### src/rtl/vfpu_result_writer.sv
// vfpu_result_writer: sinks the VFPU result stream, buffers beats in a small
// FIFO and writes them to TCDM at base + k*stride through a req/gnt master.
module vfpu_result_writer #(
  parameter int unsigned DATA_WIDTH = 32,
  parameter int unsigned ADDR_WIDTH = 32,
  parameter int unsigned LEN_WIDTH  = 16,
  parameter int unsigned FIFO_DEPTH = 4
) (
  input  logic                    clk_i,
  input  logic                    rst_i,
  input  logic                    clear_i,
  // Job control
  input  logic                    start_i,
  input  logic [ADDR_WIDTH-1:0]   base_addr_i,
  input  logic [ADDR_WIDTH-1:0]   stride_i,
  input  logic [LEN_WIDTH-1:0]    len_i,
  // Result stream sink
  input  logic                    result_valid_i,
  output logic                    result_ready_o,
  input  logic [DATA_WIDTH-1:0]   result_data_i,
  input  logic [DATA_WIDTH/8-1:0] result_strb_i,
  // TCDM write master
  output logic                    tcdm_req_o,
  input  logic                    tcdm_gnt_i,
  output logic [ADDR_WIDTH-1:0]   tcdm_add_o,
  output logic                    tcdm_wen_o,
  output logic [DATA_WIDTH/8-1:0] tcdm_be_o,
  output logic [DATA_WIDTH-1:0]   tcdm_data_o,
  // Status
  output logic                    busy_o,
  output logic                    done_o,
  output logic [LEN_WIDTH-1:0]    count_o
);

  localparam int unsigned BeWidth    = DATA_WIDTH / 8;
  localparam int unsigned EntryWidth = BeWidth + DATA_WIDTH;
  localparam int unsigned PtrWidth   = $clog2(FIFO_DEPTH);
  // Pointers carry one extra wrap bit to tell full from empty.
  localparam int unsigned PtrFull    = PtrWidth + 1;

  localparam logic [PtrFull-1:0]   PtrOne = PtrFull'(1);
  localparam logic [LEN_WIDTH-1:0] LenOne = LEN_WIDTH'(1);

  typedef enum logic [1:0] {
    StIdle,
    StRun,
    StDrain,
    StDone
  } state_e;

  state_e                 state_q;
  logic                   busy_q;
  logic                   done_q;
  logic [ADDR_WIDTH-1:0]  addr_q;
  logic [ADDR_WIDTH-1:0]  stride_q;
  logic [LEN_WIDTH-1:0]   len_q;
  logic [LEN_WIDTH-1:0]   accepted_q;
  logic [LEN_WIDTH-1:0]   granted_q;

  logic [EntryWidth-1:0]  fifo_mem_q [FIFO_DEPTH];
  logic [PtrFull-1:0]     wr_ptr_q;
  logic [PtrFull-1:0]     rd_ptr_q;

  logic                   flush;
  logic                   fifo_empty;
  logic                   fifo_full;
  logic                   run_or_drain;
  logic                   push;
  logic                   pop;
  logic                   last_accept;
  logic                   last_grant;
  logic [EntryWidth-1:0]  head;
  logic [PtrWidth-1:0]    wr_idx;
  logic [PtrWidth-1:0]    rd_idx;

  // Soft clear behaves exactly like reset.
  assign flush = rst_i | clear_i;

  assign wr_idx     = wr_ptr_q[PtrWidth-1:0];
  assign rd_idx     = rd_ptr_q[PtrWidth-1:0];
  assign fifo_empty = (wr_ptr_q == rd_ptr_q);
  assign fifo_full  = (wr_ptr_q[PtrWidth] != rd_ptr_q[PtrWidth]) && (wr_idx == rd_idx);
  assign head       = fifo_mem_q[rd_idx];

  assign run_or_drain = (state_q == StRun) || (state_q == StDrain);

  // Ready depends only on state and occupancy, never on valid.
  assign result_ready_o = (state_q == StRun) && !fifo_full;
  assign push           = result_valid_i && result_ready_o;

  assign tcdm_req_o = run_or_drain && !fifo_empty;
  assign pop        = tcdm_req_o && tcdm_gnt_i;

  assign last_accept = push && (accepted_q == len_q - LenOne);
  assign last_grant  = pop && (granted_q == len_q - LenOne);

  // Bus fields come straight from the FIFO head and the address accumulator,
  // so they hold still while a request waits for its grant. Zero when idle.
  assign tcdm_add_o  = tcdm_req_o ? addr_q : '0;
  assign tcdm_data_o = tcdm_req_o ? head[DATA_WIDTH-1:0] : '0;
  assign tcdm_be_o   = tcdm_req_o ? head[EntryWidth-1:DATA_WIDTH] : '0;
  assign tcdm_wen_o  = 1'b0;

  assign busy_o  = busy_q;
  assign done_o  = done_q;
  assign count_o = granted_q;

  // FIFO storage: written on every accepted beat, no reset needed.
  always_ff @(posedge clk_i) begin
    if (push) begin
      fifo_mem_q[wr_idx] <= {result_strb_i, result_data_i};
    end
  end

  // FIFO pointers: push and pop may coincide, leaving occupancy unchanged.
  always_ff @(posedge clk_i) begin
    if (flush) begin
      wr_ptr_q <= '0;
      rd_ptr_q <= '0;
    end else begin
      if (push) begin
        wr_ptr_q <= wr_ptr_q + PtrOne;
      end
      if (pop) begin
        rd_ptr_q <= rd_ptr_q + PtrOne;
      end
    end
  end

  // Job FSM with address accumulator, beat/grant counters and status flags.
  always_ff @(posedge clk_i) begin
    if (flush) begin
      state_q    <= StIdle;
      busy_q     <= 1'b0;
      done_q     <= 1'b0;
      addr_q     <= '0;
      stride_q   <= '0;
      len_q      <= '0;
      accepted_q <= '0;
      granted_q  <= '0;
    end else begin
      if (push) begin
        accepted_q <= accepted_q + LenOne;
      end
      // Address advances by accumulation; wraps modulo 2^ADDR_WIDTH.
      if (pop) begin
        addr_q    <= addr_q + stride_q;
        granted_q <= granted_q + LenOne;
      end
      unique case (state_q)
        StIdle: begin
          if (start_i) begin
            addr_q     <= base_addr_i;
            stride_q   <= stride_i;
            len_q      <= len_i;
            accepted_q <= '0;
            granted_q  <= '0;
            if (len_i != '0) begin
              state_q <= StRun;
              busy_q  <= 1'b1;
            end else begin
              state_q <= StDone;
              done_q  <= 1'b1;
            end
          end
        end
        StRun: begin
          if (last_accept) begin
            state_q <= StDrain;
          end
        end
        StDrain: begin
          if (last_grant) begin
            state_q <= StDone;
            busy_q  <= 1'b0;
            done_q  <= 1'b1;
          end
        end
        StDone: begin
          state_q <= StIdle;
          done_q  <= 1'b0;
        end
        default: begin
          state_q <= StIdle;
          busy_q  <= 1'b0;
          done_q  <= 1'b0;
        end
      endcase
    end
  end

endmodule
### config.mk
export PLATFORM = sky130hd
export DESIGN_NAME = vfpu_result_writer
export DESIGN_NICKNAME = d
export VERILOG_FILES = /design/src/rtl/vfpu_result_writer.sv
export SDC_FILE = /design/constraint.sdc
export NUM_CORES = 1
export LEC_CHECK = 0
export CAP_MARGIN = 25
export CELL_PAD_IN_SITES_DETAIL_PLACEMENT = 0
export CELL_PAD_IN_SITES_GLOBAL_PLACEMENT = 1
export CORE_AREA = 3 3 137 272
export DETAILED_ROUTE_END_ITERATION = 7
export DIE_AREA = 0 0 140 275
export GPL_TIMING_DRIVEN = 0
export PLACE_DENSITY_LB_ADDON = 0.1
export SLEW_MARGIN = 5
export SYNTH_ARGS = -nofsm -noshare
export SYNTH_HDL_FRONTEND = slang
export SYNTH_SLANG_ARGS = --single-unit
### constraint.sdc
create_clock -name clk_i -period 2.65 [get_ports clk_i]
set_input_delay 0.53 -clock clk_i [delete_from_list [all_inputs] [get_ports clk_i]]
set_output_delay 0.53 -clock clk_i [all_outputs]
set_load 0.05 [all_outputs]
==> report_table.html <==
<table>
<tr><th>Metric</th><th>Value</th></tr>
<tr><th colspan="2">Clocking</th></tr>
<tr><td>Worst-case clock buffer depth</td><td>3</td></tr>
<tr><td>Number of buffers added to fix hold violations after cts</td><td>0</td></tr>
<tr><td>Clock latency of the later-clocked register in the worst-skew pair</td><td>540 ps</td></tr>
<tr><td>Clock Sink Count</td><td>268</td></tr>
<tr><td>Clock-pin transition on the worst setup and hold timing paths</td><td>70 ps</td></tr>
<tr><td>Number of buffers inserted during clock tree synthesis</td><td>25</td></tr>
<tr><td>Clk Tree Root Cell</td><td>clkbuf_16</td></tr>
<tr><td>H-tree levels</td><td>1</td></tr>
<tr><td>CTS tree</td><td>done</td></tr>
<tr><th colspan="2">Synthesis</th></tr>
<tr><td>Post-synthesis register bit count</td><td>268</td></tr>
<tr><td>Flip-flop cell with the highest count after synthesis</td><td>edfxtp_1</td></tr>
<tr><td>Sequential area share after synthesis</td><td>0.509</td></tr>
<tr><td>Post-synthesis async set-or-reset flop share</td><td>0</td></tr>
<tr><td>Post-synthesis net count</td><td>1428</td></tr>
<tr><td>Post-synth EDFFs</td><td>144</td></tr>
<tr><td>Synth Warn #</td><td>0</td></tr>
<tr><td>Number of distinct standard cells referenced by the synthesized netlist</td><td>71</td></tr>
<tr><td>Number of instances in the synthesized netlist</td><td>1261</td></tr>
<tr><td>Cell Area, Synth</td><td>13400 um^2</td></tr>
<tr><td>Syn_area_per_cell</td><td>10.6 um^2</td></tr>
<tr><th colspan="2">Setup path</th></tr>
<tr><td>Cell family with the largest share of critical-path delay</td><td>simple AND/OR/NAND/NOR gates</td></tr>
<tr><td>Kind of capture point of the worst setup path</td><td>flip-flop</td></tr>
<tr><td>Delay of the slowest cell on the worst path</td><td>520 ps</td></tr>
<tr><td>Number of buffers and inverters on the critical path</td><td>2</td></tr>
<tr><td>Worst path required time</td><td>3090 ps</td></tr>
<tr><td>CP Cell Sequence</td><td>buf_6, or4_4, nor4_4, buf_4, o41ai_2, a221o_1, a221oi_2, nand4_1, a21oi_2, nor2_1, a211oi_1</td></tr>
<tr><td>Category of the most critical setup path</td><td>flip-flop to flip-flop</td></tr>
<tr><td>Nature of the critical path startpoint</td><td>flip-flop</td></tr>
<tr><td>Crit Path Max Fanout</td><td>4</td></tr>
<tr><td>CP arrival</td><td>3470 ps</td></tr>
<tr><td>Cell with the largest stage delay on the worst path</td><td>or4_4</td></tr>
<tr><th colspan="2">Global routing</th></tr>
<tr><td>Global-route wire length before repair</td><td>64.9 mm</td></tr>
<tr><td>GRT Resource Usage Total</td><td>0.218</td></tr>
<tr><td>Grt met2 use</td><td>0.444</td></tr>
<tr><td>Most used routing layer in global routing</td><td>met2</td></tr>
<tr><td>Number of global-route vias before repair</td><td>11300</td></tr>
<tr><td>Antenna violations before repair</td><td>1</td></tr>
<tr><td>Leftover overflow at the end of global routing</td><td>0</td></tr>
<tr><td>Met1 Usage GRT</td><td>0.216</td></tr>
<tr><td>Global Route met3 Usage</td><td>0.0297</td></tr>
<tr><td>Largest net degree at the start of global routing</td><td>38</td></tr>
<tr><th colspan="2">Routing</th></tr>
<tr><td>Overall via count from detail_route</td><td>10800</td></tr>
<tr><td>Number of design rule violations left after detail routing</td><td>0</td></tr>
<tr><td>Wirelength, routed</td><td>43.5 mm</td></tr>
<tr><td>Via density per instance</td><td>5.30</td></tr>
<tr><td>Number of DRC markers in iteration 0</td><td>377</td></tr>
<tr><td>Count of nets left with antenna violations after detail routing</td><td>0</td></tr>
<tr><td>Average routed wire per standard cell</td><td>21.3 um</td></tr>
<tr><td>Detailed Routing Iterations Pass 1</td><td>7</td></tr>
<tr><th colspan="2">STA</th></tr>
<tr><td>Max Clock Skew</td><td>7.23 ps</td></tr>
<tr><td>Setup slack after layout</td><td>-374 ps</td></tr>
<tr><td>Final count of negative-setup-slack endpoints</td><td>65</td></tr>
<tr><td>RSZ-0062 raised after global routing</td><td>yes</td></tr>
<tr><td>Worst Tran Pin Value</td><td>1010 ps</td></tr>
<tr><td>Final Cycle Share</td><td>1.14</td></tr>
<tr><td>Final Hold Violating Endpoints</td><td>0</td></tr>
<tr><td>Max transition margin</td><td>0.325</td></tr>
<tr><td>Summed negative setup slack over all endpoints</td><td>-8350 ps</td></tr>
<tr><td>Min Tclk post-route</td><td>3020 ps</td></tr>
<tr><td>Pins Over Slew Limit</td><td>0</td></tr>
<tr><td>Maximum clock rate</td><td>0.331 GHz</td></tr>
<tr><th colspan="2">Finish</th></tr>
<tr><td>Proportion of layout cells with a drive suffix above 1</td><td>0.293</td></tr>
<tr><td>Combined area of the multi-input logic cells</td><td>7120 um^2</td></tr>
<tr><td>Area occupied by registers</td><td>6880 um^2</td></tr>
<tr><td>Area added between synthesis and finish</td><td>43.3%</td></tr>
<tr><td>NumNets Final</td><td>1739</td></tr>
<tr><td>FILL cells</td><td>3219</td></tr>
<tr><th colspan="2">Floorplan</th></tr>
<tr><td>Floorplan die area</td><td>38500 um^2</td></tr>
<tr><td>Num rows</td><td>98</td></tr>
<tr><td>Overall die height</td><td>275 um</td></tr>
<tr><td>Die width</td><td>140 um</td></tr>
<tr><td>I/O pin total</td><td>211</td></tr>
<tr><td>Total core area</td><td>35600 um^2</td></tr>
<tr><td>Effective utilization at floorplan</td><td>0.376</td></tr>
<tr><th colspan="2">Outcome</th></tr>
<tr><td>Outcome</td><td>complete, but fails checks</td></tr>
<tr><td>Violations in the final reports</td><td>negative setup slack</td></tr>
<tr><th colspan="2">Place</th></tr>
<tr><td>Routability-driven placement congestion ratio</td><td>0.919</td></tr>
<tr><td>Placed wire-length estimate after detailed placement</td><td>31.5 mm</td></tr>
<tr><td>Post-placement setup slack</td><td>-1270 ps</td></tr>
<tr><td>Buffers on Ports</td><td>209</td></tr>
<tr><th colspan="2">Power</th></tr>
<tr><td>Cell leakage power</td><td>6.85 nW</td></tr>
<tr><td>Power Density</td><td>489 nW/um^2</td></tr>
<tr><td>IR drop worst, VDD</td><td>501 uV</td></tr>
<tr><td>Total power consumption of the routed design</td><td>9.37 mW</td></tr>
<tr><th colspan="2">Flow run</th></tr>
<tr><td># Max-Cap Violations</td><td>0</td></tr>
<tr><th colspan="2">Worst hold path</th></tr>
<tr><td>Path category of the worst min-delay check</td><td>flip-flop to flip-flop</td></tr>
</table>
## worst paths after layout
| kind | to | from | cells past startpoint | slack [ps] |
|---|---|---|---|---|
| worst max-delay path | state_q[0] | len_q[6] | 11 | -370 |
| worst min-delay path | stride_q[28] | stride_q[28] | 2 | 460 |
| worst max register to register | state_q[0] | len_q[6] | 11 | -370 |
| worst min register to register | stride_q[28] | stride_q[28] | 2 | 460 |
## flip-flops by register name, summed over array words and instances, names as in the netlist, named ones only
register    cells
accepted_q     16
addr_q         32
busy_o          1
count_o        16
done_o          1
fifo_mem_q    144
len_q          16
rd_ptr_q        3
state_q         2
stride_q       32
wr_ptr_q        3
## kinds of logic after synthesis
family,after synthesis,synth area share
buffers and inverters,92,0.0271
DFF,268,0.509
and+or+nand+nor,458,0.169
xor gates and xnor gates,91,0.0627
adders and majority gates,45,0.0427
AOI/OAI and AO/OA,262,0.122
muxes,44,0.0668
other,1,0.000281
## through the flow
step,cells,hold slack (ps),util,area [um^2]
final,2040,461,0.538,19100
after global routing,2040,485,0.538,19100
after CTS,2007,462,0.513,18300
after detailed placement,1921,453,0.452,16100
after global placement,1920,449,0.452,16100
after floorplan,1261,440,-,13400
## cell usage in the layout, fill, tap and decap left out, drive strengths merged, types with 10 or more instances in the layout
cell type	netlist	layout
a211oi	14	14
o21ai	50	50
a21oi	106	106
xnor2	52	52
mux4	36	36
or3	13	13
nor4	12	12
a21o	16	16
edfxtp	144	144
xor2	36	36
ha	44	44
nor2	90	90
nor3	15	15
and2	73	73
nand2	168	168
inv	23	24
clkdlybuf4s50	0	139
dfxtp	124	124
nand4	14	14
clkbuf	60	87
and3	16	16
nand3	22	22
a31oi	10	10
buf	9	158
## repair_timing
action,4_1_cts,5_1_grt
pin swaps,56,49
gates resized for setup,703,183
endpoints found under the hold margin,0,0
gates cloned,4,4
setup endpoints to repair,126,108
setup buffers,45,32
## synthesized netlist by cell type, types with 36 or more instances
cell type,n,share of area
nand2_1,168,0.047
edfxtp_1,144,0.32
dfxtp_1,124,0.19
a21oi_1,105,0.039
nor2_1,89,0.025
and2_1,73,0.034
clkbuf_1,60,0.017
xnor2_1,52,0.034
o21ai_0,49,0.018
ha_1,44,0.041
mux4_2,36,0.061
xor2_1,36,0.024
## tightest hold or removal path: stages (launching register included)
cell and delay (ps):
dfxtp_1 310, nand2_1 50, a21oi_1 50
## layout make-up
cell class,count,share of cell area
multi-input cells,901,0.372
flip-flops and latches,268,0.359
repair buffers,294,0.173
clock buffers,31,0.0344
well taps,450,0.0294
plain buffers,59,0.0199
clock inverters,13,0.00778
inverters,23,0.00451
diodes,1,0.000131
## where the power goes
part           internal [mW]  switching (mW)
registers               4.45          0.0707
clock network           2.06            1.56
logic                  0.587           0.653
## layer usage
layer  up-vias  part of all wire
met4         0             0.038
met2       263              0.59
met5         -                 0
met3        78             0.036
li1       5184                 -
met1      5289              0.34
(Power assumes the default switching activity.)
